**src/rtl/top2_stream_merge.sv**
```systemverilog
// Running top-2 merge over a frame of sorted beat pairs; emits the frame-wide
// top-2 values, IDs and saturating beat count through a valid/ready handshake.
module top2_stream_merge #(
  parameter int DATA_W = 8,
  parameter int ID_W   = 8,
  parameter int CNT_W  = 8
) (
  input  logic              clk,
  input  logic              rst_n,
  input  logic              in_valid,
  output logic              in_ready,
  input  logic              in_last,
  input  logic [DATA_W-1:0] in_data_0,
  input  logic [DATA_W-1:0] in_data_1,
  input  logic [ID_W-1:0]   in_id_0,
  input  logic [ID_W-1:0]   in_id_1,
  output logic              out_valid,
  input  logic              out_ready,
  output logic [DATA_W-1:0] out_data_0,
  output logic [DATA_W-1:0] out_data_1,
  output logic [ID_W-1:0]   out_id_0,
  output logic [ID_W-1:0]   out_id_1,
  output logic [CNT_W-1:0]  out_beats
);

  typedef struct packed {
    logic [DATA_W-1:0] d0;
    logic [DATA_W-1:0] d1;
    logic [ID_W-1:0]   i0;
    logic [ID_W-1:0]   i1;
  } pair_t;

  pair_t             run, inc, mrg, nxt;
  logic [CNT_W-1:0]  run_cnt, cnt_nxt;
  logic              first;
  logic              accept;

  assign in_ready = !out_valid || out_ready;
  assign accept   = in_valid && in_ready;
  assign inc      = '{d0: in_data_0, d1: in_data_1, i0: in_id_0, i1: in_id_1};

  // Ties resolve toward the running (earlier) entry.
  always_comb begin
    mrg = run;
    if ($signed(run.d0) >= $signed(inc.d0)) begin
      mrg.d0 = run.d0;
      mrg.i0 = run.i0;
      if ($signed(run.d1) >= $signed(inc.d0)) begin
        mrg.d1 = run.d1;
        mrg.i1 = run.i1;
      end else begin
        mrg.d1 = inc.d0;
        mrg.i1 = inc.i0;
      end
    end else begin
      mrg.d0 = inc.d0;
      mrg.i0 = inc.i0;
      if ($signed(run.d0) >= $signed(inc.d1)) begin
        mrg.d1 = run.d0;
        mrg.i1 = run.i0;
      end else begin
        mrg.d1 = inc.d1;
        mrg.i1 = inc.i1;
      end
    end
  end

  always_comb begin
    nxt     = first ? inc : mrg;
    cnt_nxt = run_cnt;
    if (first)
      cnt_nxt = CNT_W'(1);
    else if (run_cnt != {CNT_W{1'b1}})
      cnt_nxt = run_cnt + CNT_W'(1);
  end

  always_ff @(posedge clk) begin
    if (!rst_n) begin
      run        <= '0;
      run_cnt    <= '0;
      first      <= 1'b1;
      out_valid  <= 1'b0;
      out_data_0 <= '0;
      out_data_1 <= '0;
      out_id_0   <= '0;
      out_id_1   <= '0;
      out_beats  <= '0;
    end else begin
      if (out_valid && out_ready)
        out_valid <= 1'b0;
      if (accept) begin
        if (in_last) begin
          // A reload in the same cycle as a take overrides the clear above.
          out_valid  <= 1'b1;
          out_data_0 <= nxt.d0;
          out_data_1 <= nxt.d1;
          out_id_0   <= nxt.i0;
          out_id_1   <= nxt.i1;
          out_beats  <= cnt_nxt;
          run        <= '0;
          run_cnt    <= '0;
          first      <= 1'b1;
        end else begin
          run        <= nxt;
          run_cnt    <= cnt_nxt;
          first      <= 1'b0;
        end
      end
    end
  end

endmodule
```
**config.mk**
```make
export PLATFORM = sky130hd
export DESIGN_NAME = top2_stream_merge
export DESIGN_NICKNAME = d
export VERILOG_FILES = /design/src/rtl/top2_stream_merge.sv
export SDC_FILE = /design/constraint.sdc
export NUM_CORES = 1
export LEC_CHECK = 0
export CORE_MARGIN = 5
export CORE_UTILIZATION = 35
export CTS_CLUSTER_DIAMETER = 200
export DETAILED_ROUTE_END_ITERATION = 8
export PLACE_DENSITY_LB_ADDON = 0.12
export SYNTH_ARGS = -nofsm -noshare
export SYNTH_HDL_FRONTEND = slang
export SYNTH_SLANG_ARGS = --single-unit
export TNS_END_PERCENT = 1
```
**constraint.sdc**
```tcl
create_clock -name clk -period 2.84 [get_ports clk]
set_input_delay 0.852 -clock clk [delete_from_list [all_inputs] [get_ports clk]]
set_output_delay 0.852 -clock clk [all_outputs]
set_load 0.01 [all_outputs]
```
==> results.json, run 1 <==
{
  "cp-end-kind": "flop",
  "avgViaCountPerCell": 5.462,
  "syn_area_per_cell_um2": 9.074,
  "slew-limit-headroom": 0.6928,
  "power_frac_seq": 0.418,
  "htreeDepth": 3,
  "grt_pass1_wl_um": 24140,
  "fin_ws_ns": 0.1112,
  "leakage_nw": 2.707,
  "p_switching_uw": 847.7,
  "die_x_um": 125.2,
  "antenna_left": 0,
  "grt_overflow_total": 0,
  "start_util": 0.3536,
  "hold_depth": 2,
  "required_ns": 3.07,
  "cts-root-buf": "clkbuf_16",
  "reg2reg_to": "out_id_1[5]",
  "dr.pass1.iters": 5,
  "syn_to_final_growth_pct": 42.31,
  "skew_ns": 0.006475,
  "fin_nets": 700,
  "rrSetupSlack_ns": 0.23,
  "reg2reg_depth": 11,
  "grt_max_degree": 31,
  "syn_inst": 512,
  "path_clk_slew_ns": 0.06,
  "row_count": 42,
  "tightestPinTransition_ns": 0.4601,
  "period_share": 0.9609,
  "dr_wl_met2_um": 6658,
  "io_buffers": 78,
  "num_vias": 4473,
  "clock_path_buffers": 2,
  "finalPower_mw": 2.989,
  "syn-cell-area_mm2": 0.004646,
  "drive_gt1_frac": 0.2162,
  "syn-num-nets": 574,
  "wl_met1_um": 7158,
  "status": "completed",
  "synthArstFlopShare": 0,
  "grt_usage": 0.1905,
  "dp_hpwl_um": 10650,
  "io-pin-count": 79,
  "p_int_mw": 2.142,
  "cts_buffers": 9,
  "ys_types": 56,
  "detail_route.wl_per_cell_um": 18.29,
  "r2r-start": "run[29]",
  "drc": 0,
  "cts_tree": "done",
  "hold_viol": 0,
  "min_from": "out_beats[0]",
  "setup_viol_count_final": 0,
  "drt_wl_total_um": 14980,
  "synth_seq_cells": 82,
  "maxSlewViolCount": 0,
  "pre_cts_ws_ns": -0.6177,
  "core_mm2": 0.01314,
  "gp_congestion": 0.8865,
  "drv_cap": 0,
  "critPathMaxFanout": 6,
  "fin_crit_ns": 2.729,
  "drtIter0Drc": 412,
  "dieArea_mm2": 0.01568,
  "top_layer": "met4",
  "clkPwrFrac": 0.373,
  "power_density_mw_per_mm2": 452.2,
  "grt_pass1_vias": 4493,
  "yosysWarnings": 0,
  "wl_met3_um": 823,
  "fmaxAchievable_mhz": 366.5,
  "hp-class": "reg2reg",
  "die_h_um": 125.2,
  "n_antenna_cell": 0,
  "cp-start-kind": "input port",
  "critical_path_arrival_ns": 2.96,
  "comb_power_share": 0.210,
  "worstHoldEndpoint": "out_beats[0]",
  "switching_share": 0.2836,
  "synth-main-ff-cell": "dfxtp_1",
  "cts.sinks": 82,
  "antenna_found_initial": 0,
  "clkLatencyLatePin_ns": 0.35,
  "ys_seq_area_frac": 0.3534,
  "irDropWorstVdd_mv": 0.2148,
  "synth_edf_count": 0,
  "path_class": "in2reg"
}
==> kinds of logic (layout without fill, tap and decap cells) <==
group | Yosys count | in the layout | share of synthesized area
fa+ha+maj | 25 | 25 | 0.06733
xor+xnor | 4 | 4 | 0.007542
flops | 82 | 82 | 0.3534
compound gates | 161 | 161 | 0.2591
buf+inv | 69 | 200 | 0.07083
simple gates | 119 | 119 | 0.1287
mux | 52 | 52 | 0.1131
==> layout make-up <==
cell class	count	area [µm²]
Tap cell	176	220.2
Clock inverter	6	40.04
Fill cell	1247	6526
Clock buffer	10	239.0
Timing Repair Buffer	153	1480
Inverter	31	116.4
Sequential cell	82	1642
Multi-Input combinational cell	361	2874
==> repair_timing <==
| action | 4_1_cts | 5_1_grt |
|---|---|---|
| hold buffers | 0 | 0 |
| pin swaps | 12 | 4 |
| endpoints found under the setup margin | 65 | 35 |
| resized for setup | 52 | 11 |
| setup buffers | 9 | 1 |
| cloned | 2 | 0 |
==> power by group through the flow <==
stage          combinational, mW  sequential (mW)  clock [mW]
6_report                   0.627             1.25        1.11
5_1_grt                    0.676             1.25        1.18
4_1_cts                    0.620             1.25        1.13
3_5_place_dp               0.580             1.27           0
3_3_place_gp               0.574             1.27           0
2_1_floorplan              0.292             1.27           0
==> layer usage <==
metal | up-vias | track usage
li1 | 2158 | -
met1 | 2144 | 0.2583
met2 | 147 | 0.2983
met3 | 24 | 0.04136
met4 | 0 | 0.07079
met5 | - | 0
==> through the flow <==
stage	instance area, µm²	hold WS (ns)	util	instances	setup TNS (ns)
finish	6611	0.4352	0.5032	819	0
global placement	6036	0.4334	0.4594	791	-31.47
floorplan	4646	0.4625	-	512	0
CTS	6584	0.4405	0.5011	818	-0.001878
global route	6611	0.4646	0.5032	819	-0.03713
detailed placement	6036	0.4318	0.4594	791	-33.82
==> how the worst max path moves through the flow <==
| stage | startpoint | to | slack, ns | cells after the start |
|---|---|---|---|---|
| final | in_data_0[5] | out_id_1[5] | 0.11 | 14 |
| after global routing | in_data_1[0] | out_data_1[4] | -0.02 | 10 |
| after detailed placement | in_data_0[5] | out_data_1[5] | -0.62 | 10 |
| after global placement | in_data_0[5] | out_data_1[5] | -0.60 | 10 |
| after floorplan | in_data_0[5] | run[16] | 0.13 | 10 |
| after CTS | in_data_0[4] | out_id_1[7] | -0.002 | 13 |
==> cell usage after synthesis, types with 11 or more instances <==
cell	instances	share of area
a211o_1	17	0.032
a32o_1	16	0.034
a32oi_1	16	0.030
and3_1	11	0.015
clkbuf_1	22	0.018
dfxtp_1	82	0.35
ha_1	25	0.067
inv_1	30	0.024
mux2i_1	50	0.11
nand2_1	28	0.023
nand3_1	20	0.022
nor2_1	33	0.027
nor2b_1	11	0.015
o211ai_1	18	0.029
o21ai_0	12	0.013
o21ai_1	41	0.044
==> sequential cells by signal, summed over array words and instances, names as in the netlist <==
| signal | count |
|---|---|
| run | 32 |
| out_beats | 8 |
| out_data_0 | 8 |
| out_data_1 | 8 |
| out_id_0 | 8 |
| out_id_1 | 8 |
| run_cnt | 8 |
| first | 1 |
| out_valid | 1 |
==> cell usage in the layout (no fill, tap or decap), drive strengths merged, types with 17 or more instances in the layout <==
cell type	count
a211o	17
buf	74
clkdlybuf4s50	61
dfxtp	82
ha	25
inv	32
mux2i	51
nand2	28
nand3	20
nor2	33
o211ai	19
o21ai	53
==> worst max-delay path, stage by stage <==
cell and delay, ns:
clkbuf_2 0.11, inv_2 0.08, buf_4 0.12, ha_4 0.14
nor3_1 0.05, buf_4 0.13, nor4b_4 0.28, o21a_1 0.24
a2111oi_4 0.08, buf_4 0.15, buf_4 0.13, buf_12 0.13
a32o_1 0.25, a211o_1 0.23
(Power assumes the default switching activity.)
==> run 2, diff against run 1 <==
--- a/config.mk
+++ b/config.mk
@@ -9,6 +9,7 @@
 export CORE_UTILIZATION = 35
 export CTS_CLUSTER_DIAMETER = 200
 export DETAILED_ROUTE_END_ITERATION = 8
+export MAX_ROUTING_LAYER = met4
 export PLACE_DENSITY_LB_ADDON = 0.12
 export SYNTH_ARGS = -nofsm -noshare
 export SYNTH_HDL_FRONTEND = slang
==> results.json, run 2 (synthesized netlist as in run 1, its figures left out) <==
{
  "status": "completed",
  "worstHoldEndpoint": "out_beats[0]",
  "htreeDepth": 3,
  "r2r-start": "run[28]",
  "grt_pass1_vias": 4497,
  "path_clk_slew_ns": 0.06,
  "antenna_left": 0,
  "p_switching_uw": 852.5,
  "maxSlewViolCount": 0,
  "hp-class": "reg2reg",
  "dp_hpwl_um": 10670,
  "critical_path_arrival_ns": 3.00,
  "hold_viol": 0,
  "grt_pass1_wl_um": 24240,
  "final_common_cell": "dfxtp_1",
  "io-pin-count": 79,
  "rrSetupSlack_ns": 0.29,
  "dr.pass1.iters": 7,
  "fin_util": 0.5172,
  "comb_power_share": 0.199,
  "grt_overflow_total": 0,
  "tightestPinTransition_ns": 0.4676,
  "syn_to_final_growth_pct": 46.27,
  "rsz0062_at_grt": "false",
  "setup_viol_count_final": 0,
  "drv_cap": 0,
  "reg2reg_to": "out_data_1[5]",
  "leakage_nw": 2.787,
  "largest_register_ffs": 32,
  "dp_cells": 791,
  "cts_tree": "done",
  "n_antenna_cell": 0,
  "power_frac_seq": 0.385,
  "cts-root-buf": "clkbuf_16",
  "cts_buffers": 9,
  "final_cell_mix": "dfxtp_1 (82), buf_4 (63), clkdlybuf4s50_1 (61)",
  "die_h_um": 125.2,
  "period_share": 0.9718,
  "cp-start-kind": "input port",
  "switching_share": 0.2626,
  "cp-end-kind": "flop",
  "die_x_um": 125.2,
  "core_mm2": 0.01314,
  "dieArea_mm2": 0.01568,
  "required_ns": 3.08,
  "top_register": "run",
  "clkPwrFrac": 0.417,
  "antenna_found_initial": 0,
  "start_util": 0.3536,
  "row_count": 42,
  "path_class": "in2reg",
  "detail_route.wl_per_cell_um": 18.24,
  "fillers": 1202,
  "drt_wl_total_um": 15010,
  "fmaxAchievable_mhz": 362.3,
  "drive_gt1_frac": 0.2226,
  "critPathMaxFanout": 10,
  "grt_usage": 0.1973,
  "io_buffers": 78,
  "skew_ns": 0.006004,
  "fin_nets": 704,
  "grt_max_degree": 31,
  "gp_congestion": 0.8872,
  "power_density_mw_per_mm2": 477.7,
  "drtIter0Drc": 306,
  "slew-limit-headroom": 0.6862,
  "clock_path_buffers": 2,
  "clkLatencyLatePin_ns": 0.35,
  "p_int_mw": 2.394,
  "cts.sinks": 82,
  "reg2reg_depth": 11,
  "fin_cells": 823,
  "fin_crit_ns": 2.760,
  "min_from": "out_beats[0]",
  "num_vias": 4491,
  "hold_depth": 2,
  "avgViaCountPerCell": 5.457,
  "irDropWorstVdd_mv": 0.2741,
  "drc": 0
}
[run 2: cell count changes in the layout (fill, tap and decap cells not counted), moves of 2 or more]
cell and change:
dlymetal6s2s_1 +4, bufinv_16 +3, buf_16 +2, clkbuf_2 -2, dlygate4sd2_1 -2
[run 2: what timing repair did]
| item | 4_1_cts | 5_1_grt |
|---|---|---|
| hold buffers | 0 | 0 |
| setup endpoints to repair | 65 | 51 |
| resized for setup | 53 | 15 |
| buffers inserted | 11 | 3 |
| cloned | 3 | 0 |
| pin swaps | 15 | 11 |
[run 2: per-stage QoR]
stage	setup WS [ns]	hold slack [ns]	setup TNS (ns)	instance area [µm²]	power, mW
6_report	0.08013	0.4431	0	6795	3.246
5_1_grt	0.01187	0.4653	0	6795	3.379
4_1_cts	-0.01760	0.4443	-0.01775	6704	3.259
3_5_place_dp	-0.7032	0.4359	-34.12	6036	1.851
3_3_place_gp	-0.5906	0.4325	-31.90	6036	1.843
2_1_floorplan	0.1344	0.4625	0	4646	1.563
[run 2: how the worst max path moves through the flow]
| stage | to | start | slack [ns] | cells after the start |
|---|---|---|---|---|
| finish | out_data_1[6] | in_data_0[5] | 0.08 | 10 |
| global route | run[5] | in_data_1[1] | 0.01 | 12 |
| CTS | out_data_1[5] | in_data_0[0] | -0.02 | 11 |
| detailed placement | run[3] | in_data_0[5] | -0.70 | 11 |
| global placement | out_data_1[5] | in_data_0[5] | -0.59 | 10 |
| floorplan | run[16] | in_data_0[5] | 0.13 | 10 |
[run 2: critical path, stage by stage]
cell           delay (ns)
dlygate4sd2_1        0.24
inv_2                0.08
ha_1                 0.33
a21o_1               0.23
a2111oi_4            0.39
o32ai_4              0.18
buf_12               0.19
mux2i_1              0.18
nor2_1               0.07
a211o_1              0.26
[run 2: per-layer routing]
| metal | up-vias | global-route usage | part of all wire |
|---|---|---|---|
| met2 | 135 | 0.2885 | 0.44 |
| met3 | 26 | 0.03369 | 0.049 |
| met1 | 2152 | 0.2680 | 0.49 |
| met4 | 0 | 0.08673 | 0.025 |
| li1 | 2178 | - | - |
| met5 | - | - | 0 |
[run 2: power groups by stage]
stage               Sequential [mW]  Clock (mW)  Combinational [mW]
floorplan                      1.27           0               0.292
global placement               1.27           0               0.573
detailed placement             1.27           0               0.580
CTS                            1.25        1.38               0.631
global route                   1.25        1.43               0.696
finish                         1.25        1.35               0.644
[run 2: area by class of cell]
cell class | count | area, µm² | area share
clock buffers | 9 | 225.2 | 0.03314
clock inverters | 7 | 116.4 | 0.01712
inverters | 31 | 116.4 | 0.01712
multi-input cells | 361 | 2912 | 0.4285
flip-flops and latches | 82 | 1642 | 0.2416
well taps | 176 | 220.2 | 0.03241
repair buffers | 157 | 1564 | 0.2302
